<file path="config.mk">
export PLATFORM = sky130hd
export DESIGN_NAME = pwm_capture_flat
export DESIGN_NICKNAME = d
export VERILOG_FILES = /design/src/rtl/pwm_capture_if.sv /design/src/rtl/pwm_capture.sv /design/src/flat_wrapper.sv
export SDC_FILE = /design/constraint.sdc
export NUM_CORES = 1
export LEC_CHECK = 0
export CAP_MARGIN = 20
export CORE_MARGIN = 5
export CORE_UTILIZATION = 57
export CTS_CLUSTER_DIAMETER = 50
export DETAILED_ROUTE_END_ITERATION = 6
export PLACE_DENSITY = 0.84
export SYNTH_ARGS = -nofsm -noshare
export SYNTH_HDL_FRONTEND = slang
export SYNTH_SLANG_ARGS = --single-unit
</file>
<file path="constraint.sdc">
create_clock -name clock -period 3.3 [get_ports clock]
set_clock_uncertainty 0.2 [all_clocks]
set_input_delay 0.99 -clock clock [delete_from_list [all_inputs] [get_ports clock]]
set_output_delay 0.99 -clock clock [all_outputs]
set_load 0.02 [all_outputs]
</file>
<file path="src/rtl/pwm_capture_if.sv">
// pwm_capture_if -- signal bundle between a PWM capture block and its user.
//
// Signals
//   clockdiv    one-clock tick enable; all width/period counting uses it
//   pwm_in      asynchronous servo-style pulse input
//   endcount    maximum ticks between rising edges before timeout
//   duty        last decoded duty value (width - OFFSET, clamped)
//   duty_valid  one-clock strobe when duty/width/range_err are updated
//   width       last raw pulse width in ticks
//   range_err   last pulse was outside OFFSET..OFFSET+255
//   timeout     sticky: no rising edge within endcount+1 ticks
//   state       capture FSM state (0 SYNC, 1 ARMED, 2 HIGH), for observation
//
// Handshake: duty_valid is a pure one-cycle strobe with no ready/backpressure;
// duty, width and range_err are stable from the cycle duty_valid is high until
// the next strobe, so the consumer may sample them on the strobe or any time
// later.
//
// Modports
//   master  the user side: drives clockdiv, pwm_in, endcount
//   slave   the capture block: drives the results and the state
interface pwm_capture_if;
   logic        clockdiv;
   logic        pwm_in;
   logic [11:0] endcount;
   logic [7:0]  duty;
   logic        duty_valid;
   logic [11:0] width;
   logic        range_err;
   logic        timeout;
   logic [1:0]  state;

   modport master (
      output clockdiv, pwm_in, endcount,
      input  duty, duty_valid, width, range_err, timeout, state
   );

   modport slave (
      input  clockdiv, pwm_in, endcount,
      output duty, duty_valid, width, range_err, timeout, state
   );
endinterface

</file>
<file path="src/rtl/pwm_capture.sv">
// pwm_capture -- measures servo-style pulse width in clockdiv ticks and maps it
// to an 8-bit duty value (duty = width - OFFSET, clamped to 0..255).
//
// Ports
//   clock   system clock, all logic on its rising edge
//   reset   asynchronous, active-low reset
//   bus     pwm_capture_if.slave: clockdiv, pwm_in, endcount in;
//           duty, duty_valid, width, range_err, timeout, state out
//
// Build option
//   PWM_CAPTURE_GLITCH_FILTER_EN  when defined, the synchronized input is only
//   accepted after 3 identical consecutive clock samples (both edges delayed
//   by 2 clocks, width unchanged). When undefined the synchronized input is
//   used directly.
module pwm_capture #(
   parameter int OFFSET      = 64,
   parameter int SYNC_STAGES = 2
) (
   input logic          clock,
   input logic          reset,
   pwm_capture_if.slave bus
);

   typedef enum logic [1:0] {
      ST_SYNC  = 2'd0,
      ST_ARMED = 2'd1,
      ST_HIGH  = 2'd2
   } state_t;

   localparam logic [11:0] W_MAX = 12'hFFF;
   localparam logic [11:0] W_LO  = 12'(OFFSET);
   localparam logic [11:0] W_HI  = 12'(OFFSET + 255);

   // ---------------------------------------------------------------
   // Input synchronizer
   // ---------------------------------------------------------------
   logic [SYNC_STAGES-1:0] sync_q;
   logic                   sync_val;
   logic                   in_s;

   always_ff @(posedge clock or negedge reset) begin
      if (!reset) begin
         sync_q <= '0;
      end else begin
         sync_q[0] <= bus.pwm_in;
         for (int i = 1; i < SYNC_STAGES; i++) begin
            sync_q[i] <= sync_q[i-1];
         end
      end
   end

   assign sync_val = sync_q[SYNC_STAGES-1];

`ifdef PWM_CAPTURE_GLITCH_FILTER_EN
   localparam int FILT_LAT = 2;

   // Accept a new level only once the current sample and the two before it
   // agree; the combinational bypass keeps the added latency at 2 clocks.
   logic [1:0] hist_q;
   logic       filt_q;

   always_ff @(posedge clock or negedge reset) begin
      if (!reset) begin
         hist_q <= '0;
         filt_q <= 1'b0;
      end else begin
         hist_q <= {hist_q[0], sync_val};
         filt_q <= in_s;
      end
   end

   assign in_s = ((sync_val == hist_q[0]) && (sync_val == hist_q[1])) ? sync_val : filt_q;
`else
   localparam int FILT_LAT = 0;

   assign in_s = sync_val;
`endif

   // The synchronizer resets to 0, so right after reset it cannot yet show a
   // pulse that is already high. SYNC waits until the pipeline has been
   // refilled from the real input before trusting a low level.
   localparam logic [7:0] SETTLE = 8'(SYNC_STAGES + FILT_LAT);

   logic [7:0] settle_q;
   logic       settled;

   assign settled = (settle_q == SETTLE);

   always_ff @(posedge clock or negedge reset) begin
      if (!reset) begin
         settle_q <= '0;
      end else if (!settled) begin
         settle_q <= settle_q + 8'd1;
      end
   end

   // Edge detection runs every clock, independent of clockdiv.
   logic in_prev_q;
   logic rise;
   logic fall;

   always_ff @(posedge clock or negedge reset) begin
      if (!reset) begin
         in_prev_q <= 1'b0;
      end else begin
         in_prev_q <= in_s;
      end
   end

   assign rise = in_s & ~in_prev_q;
   assign fall = ~in_s & in_prev_q;

   // ---------------------------------------------------------------
   // Capture FSM
   // ---------------------------------------------------------------
   state_t      state_q;
   state_t      state_d;
   logic        start;
   logic        finish;
   logic        sat;
   logic [11:0] width_cnt;

   always_ff @(posedge clock or negedge reset) begin
      if (!reset) begin
         state_q <= ST_SYNC;
      end else begin
         state_q <= state_d;
      end
   end

   always_comb begin
      state_d = state_q;
      start   = 1'b0;
      finish  = 1'b0;
      sat     = 1'b0;
      case (state_q)
         ST_SYNC: begin
            if (settled && !in_s) state_d = ST_ARMED;
         end
         ST_ARMED: begin
            if (rise) begin
               state_d = ST_HIGH;
               start   = 1'b1;
            end
         end
         ST_HIGH: begin
            if (fall) begin
               state_d = ST_ARMED;
               finish  = 1'b1;
            end else if (bus.clockdiv && (width_cnt == W_MAX - 12'd1)) begin
               // Stuck-high: report a saturated pulse, then require a fresh
               // low level before decoding again.
               state_d = ST_SYNC;
               finish  = 1'b1;
               sat     = 1'b1;
            end
         end
         default: state_d = ST_SYNC;
      endcase
   end

   // ---------------------------------------------------------------
   // Width-to-duty mapping of the pulse being finished
   // ---------------------------------------------------------------
   logic [11:0] cap_w;
   logic [11:0] cap_diff;
   logic [7:0]  cap_duty;
   logic        cap_re;

   always_comb begin
      cap_w    = sat ? W_MAX : width_cnt;
      cap_diff = cap_w - W_LO;
      cap_duty = cap_diff[7:0];
      cap_re   = 1'b0;
      if (cap_w < W_LO) begin
         cap_duty = 8'd0;
         cap_re   = 1'b1;
      end else if (cap_w > W_HI) begin
         cap_duty = 8'd255;
         cap_re   = 1'b1;
      end
   end

   // ---------------------------------------------------------------
   // Counters and result registers
   // ---------------------------------------------------------------
   logic [11:0] period_q;
   logic [11:0] period_inc;
   logic        counting;
   logic        tick_over;
   logic [7:0]  duty_q;
   logic [11:0] width_q;
   logic        range_err_q;
   logic        duty_valid_q;
   logic        timeout_q;

   assign counting   = (state_q == ST_ARMED) || (state_q == ST_HIGH);
   assign period_inc = (period_q == W_MAX) ? W_MAX : period_q + 12'd1;
   // The rise cycle clears the period, so it never contributes to a timeout.
   assign tick_over  = bus.clockdiv && counting && !start && (period_inc > bus.endcount);

   always_ff @(posedge clock or negedge reset) begin
      if (!reset) begin
         width_cnt    <= '0;
         period_q     <= '0;
         duty_q       <= '0;
         width_q      <= '0;
         range_err_q  <= 1'b0;
         duty_valid_q <= 1'b0;
         timeout_q    <= 1'b0;
      end else begin
         // The rise-cycle strobe is the first width tick; the fall-cycle
         // strobe is not counted.
         if (start) begin
            width_cnt <= {11'd0, bus.clockdiv};
         end else if ((state_q == ST_HIGH) && (state_d == ST_HIGH) && bus.clockdiv) begin
            width_cnt <= width_cnt + 12'd1;
         end

         if (start) begin
            period_q <= '0;
         end else if (counting && bus.clockdiv) begin
            period_q <= period_inc;
         end

         duty_valid_q <= finish;
         if (finish) begin
            width_q     <= cap_w;
            duty_q      <= cap_duty;
            range_err_q <= cap_re;
         end

         // A fresh in-range pulse is newer news than a timeout tick landing
         // in the same cycle, so the clear wins.
         if (finish && !cap_re) begin
            timeout_q <= 1'b0;
         end else if (tick_over) begin
            timeout_q <= 1'b1;
         end
      end
   end

   assign bus.duty       = duty_q;
   assign bus.width      = width_q;
   assign bus.range_err  = range_err_q;
   assign bus.duty_valid = duty_valid_q;
   assign bus.timeout    = timeout_q;
   assign bus.state      = state_q;

endmodule

</file>
<file path="src/flat_wrapper.sv">
// flat-port wrapper written by rule: the top's interface ports become plain ports
module pwm_capture_flat 
#(
   parameter int OFFSET      = 64,
   parameter int SYNC_STAGES = 2
)
  (clock, reset, bus_clockdiv, bus_pwm_in, bus_endcount, bus_duty, bus_duty_valid, bus_width, bus_range_err, bus_timeout, bus_state);
  pwm_capture_if bus_i ();
  input logic clock;
  input logic reset;
  input wire logic [$bits(bus_i.clockdiv)-1:0] bus_clockdiv;
  input wire logic [$bits(bus_i.pwm_in)-1:0] bus_pwm_in;
  input wire logic [$bits(bus_i.endcount)-1:0] bus_endcount;
  output wire logic [$bits(bus_i.duty)-1:0] bus_duty;
  output wire logic [$bits(bus_i.duty_valid)-1:0] bus_duty_valid;
  output wire logic [$bits(bus_i.width)-1:0] bus_width;
  output wire logic [$bits(bus_i.range_err)-1:0] bus_range_err;
  output wire logic [$bits(bus_i.timeout)-1:0] bus_timeout;
  output wire logic [$bits(bus_i.state)-1:0] bus_state;
  assign bus_i.clockdiv = bus_clockdiv;
  assign bus_i.pwm_in = bus_pwm_in;
  assign bus_i.endcount = bus_endcount;
  assign bus_duty = bus_i.duty;
  assign bus_duty_valid = bus_i.duty_valid;
  assign bus_width = bus_i.width;
  assign bus_range_err = bus_i.range_err;
  assign bus_timeout = bus_i.timeout;
  assign bus_state = bus_i.state;
  pwm_capture #(.OFFSET(OFFSET), .SYNC_STAGES(SYNC_STAGES)) u_core (.clock(clock), .reset(reset), .bus(bus_i));
endmodule
</file>
==> summary.md <==
| Metric | Value |
|---|---|
| First DRT Iteration DRCs | 260 |
| Worst-path maximum fanout | 7 |
| Nets | approximately 460 |
| Drt first pass iters | 4 |
| Area of the mapped netlist | 3600 µm² |
| Syn-to-layout area delta | 19.6% |
| WHS | approximately 150 ps |
| FFs w/ async S/R, synth | 100% |
| # clock sinks | 60 |
| Largest stage delay, worst path | 440 ps |
| Final-report hold violation count | 0 |
| Crit path arrival time | roughly 3000 ps |
| RSZ-0062 raised after global routing | no |
| Core area | 6240 µm² |
| I/O pin cnt | 41 |
| Gr ovfl total | 0 |
| Maximum clock rate | 335 MHz |
| HPWL Detailed | 5670 µm |
| Vias in the first global route | 2,725 |
| Via count | 2,927 |
| Sequential area share after synthesis | around two fifths |
| Worst Max-Slew Pin Slew | 815 ps |
| CP startpoint kind | flip-flop |
| Setup-failing EPs final | 0 |
| Clock Latency Late Sink | 330 ps |
| Finished Core Util | 69.0% |
| Required @ worst endpoint | 3330 ps |
| Pwr Total | 2.86 mW |
| Syn nets | 409 |
| Antenna viol nets, final | 0 |
| CP Cell Sequence | ha_1 -> nand3_1 -> nor3_2 -> and3_1 -> nor2b_1 -> a21oi_1 -> ha_1 -> nand4_1 -> nor2_1 -> nand2_1 -> a31oi_1 -> a311oi_1 |
| Yosys warnings | 0 |
| Tcrit/Tclk final | 90.3% |
| Most frequent cells in the layout | 60 x dfrtp_1, 39 x clkdlybuf4s50_1, 35 x nand2_1, 34 x nor2_1, 26 x inv_1 |
| # port buffers | 40 |
| Critical Path Most Common Cell | ha_1 |
| Initial core utilization | 57.7% |
| Die ar. | around 8000 µm² |
| DRT Wirelength | 7680 µm |
| Critical path's slowest cell | dfrtp_1 |
| Post-synth EDFFs | 0 |
| Fin crit period | 2980 ps |
| Max-Cap Viols | 0 |
| DRC errors left | 0 |
| Mapped Cells | 371 |
| Post-DR wirelength/cell | 15.3 µm |
| Fillers | ~490 |
| Die width | 89.5 µm |
| Hold Buf Count CTS | 0 |
| Netlist cell types | slightly above 50 |
| Static leakage | 1.93 nW |
| CP Capture Type | flip-flop |
| Hold crit path type | flip-flop to flip-flop |
| Vias per Instance | 5.82 |
| Share of layout cells above drive strength 1 | approximately 12% |
| Worst vdd ir | 0.550 mV |
| Setup_tns | 0 ps |
| CP Class | flip-flop to flip-flop |
| Clk buf depth | 2 |
| First-pass GRT wire length | 12,800 µm |
| Num CTS Buffers | 9 |
| H-tree Lvls | 3 |
| Power Density | 664 nW/µm² |
| Max Slew Vio Count | 0 |
| Syn_area_per_cell | 9.71 µm² |
| Clk pin slew, worst setup/hold paths | around 70 ps |
| CTS tree | built |
| Slew HR | between 40% and 50% |
| Largest net degree at the start of global routing | 25 |
| Post-CTS Setup Inserts | 0 |
| CTS root buffer | clkbuf_8 |
| CTS resizes | 0 |
| Height of the chip | 89.5 µm |
| Top_reg_cell synth | dfrtp_1 |
| GRT Overall Usage | 20.6% |
| RePlAce Congestion | 0.884 |
| Status | completed |
| # rows | 29 |
| Initial antenna violation count | 0 |
| Commonest non-fill, non-tap cell in the layout | dfrtp_1 |
| Antenna diode count | 0 |
| FF+latch count, synth | 60 |
-- cells by family (layout without fill, tap and decap cells) --
family          count (synthesis)  in the layout  share of synthesized area [%]
compound gates                 80             80                           16.5
xor+xnor                       13             13                           3.16
flops                          60             60                           41.7
fa+ha+maj                      24             24                           8.20
simple gates                  144            144                           22.9
buf+inv                        40             95                           4.76
mux                            10             10                           2.78
-- cells in the mapped netlist (2+ instances only) --
library cell	n	share of area (%)
xor2_1	2	0.49
a31oi_1	11	1.9
nor4_2	8	2.8
nand3_1	14	1.9
nand4_1	9	1.6
o211a_1	2	0.56
nand2_1	35	3.6
and4_1	2	0.49
nor2_1	35	3.6
and3_1	8	1.4
buf_6	2	0.63
o221a_2	2	0.63
nand2b_1	7	1.2
clkbuf_1	9	0.94
o21bai_1	4	0.83
buf_2	2	0.28
inv_1	26	2.7
maj3_1	2	0.56
a21oi_1	22	3.1
o21a_1	2	0.42
a311oi_1	7	1.7
and2_1	4	0.69
o22a_1	12	2.9
o21ai_0	8	1.1
xnor2_1	11	2.7
o21ai_1	2	0.28
mux2i_1	10	2.8
a21o_1	2	0.42
ha_1	22	7.6
nor3_1	3	0.42
dfrtp_1	60	42
nor2b_1	7	1.2
-- worst max-delay path: cells and delay by family (launching register included) --
family	cells	cell delay, ps
and+or+nand+nor	7	1200
adders and majority gates	2	530
AOI/OAI and AO/OA	3	490
DFF	1	440
-- flip-flops by register name, indices dropped and copies added (netlist names) --
register and cells:
u_core.bus.width 12, u_core.period_q 12, u_core.width_cnt 12, u_core.bus.duty 8, u_core.settle_q 8, u_core.bus.state 2, u_core.sync_q 2, u_core.bus.duty_valid 1
u_core.bus.range_err 1, u_core.bus.timeout 1, u_core.in_prev_q 1
-- area by class of cell --
cell class | count | area, µm² | share of cell area [%]
Multi-Input combinational cell | 271 | 1930 | 44.8
Sequential cell | 60 | 1500 | 34.9
Timing Repair Buffer | 53 | 493 | 11.4
Clock buffer | 11 | 151 | 3.52
Inverter | 26 | 97.6 | 2.27
Tap cell | 77 | 96.3 | 2.24
Clock inverter | 5 | 36.3 | 0.843
-- routing by layer --
layer  part of all wire (%)  global-route usage, %  wire, µm
met1                     44                   27.5      3420
met2                     48                   33.7      3660
met3                    6.1                   3.04       468
met4                    1.8                   8.12       138
met5                      0                      0         0
-- worst paths after layout --
| kind | cells after the start | start | endpoint | slack [ps] |
|---|---|---|---|---|
| min in group asynchronous | 1 | reset | u_core.bus.duty[6] | 430 |
| min reg2reg | 0 | u_core.sync_q[0] | u_core.sync_q[1] | 150 |
| min | 0 | u_core.sync_q[0] | u_core.sync_q[1] | 150 |
| max reg2reg | 12 | u_core.period_q[0] | u_core.bus.timeout | 320 |
| max in group asynchronous | 2 | reset | u_core.settle_q[0] | 1790 |
| max | 12 | u_core.period_q[0] | u_core.bus.timeout | 320 |
-- power breakdown --
group	switching [mW]	leakage [nW]	internal, mW
clock network	0.296	0.0876	0.313
logic	0.640	1.07	0.552
registers	0.147	0.777	0.911
-- per-stage QoR --
stage	instances	area (µm²)	setup slack, ps
6_report	503	4310	319
3_5_place_dp	487	4120	212
5_1_grt	503	4310	27.0
3_3_place_gp	487	4120	265
4_1_cts	503	4310	318
2_1_floorplan	371	3600	461
Note: power is estimated with default switching activity, not from simulation.
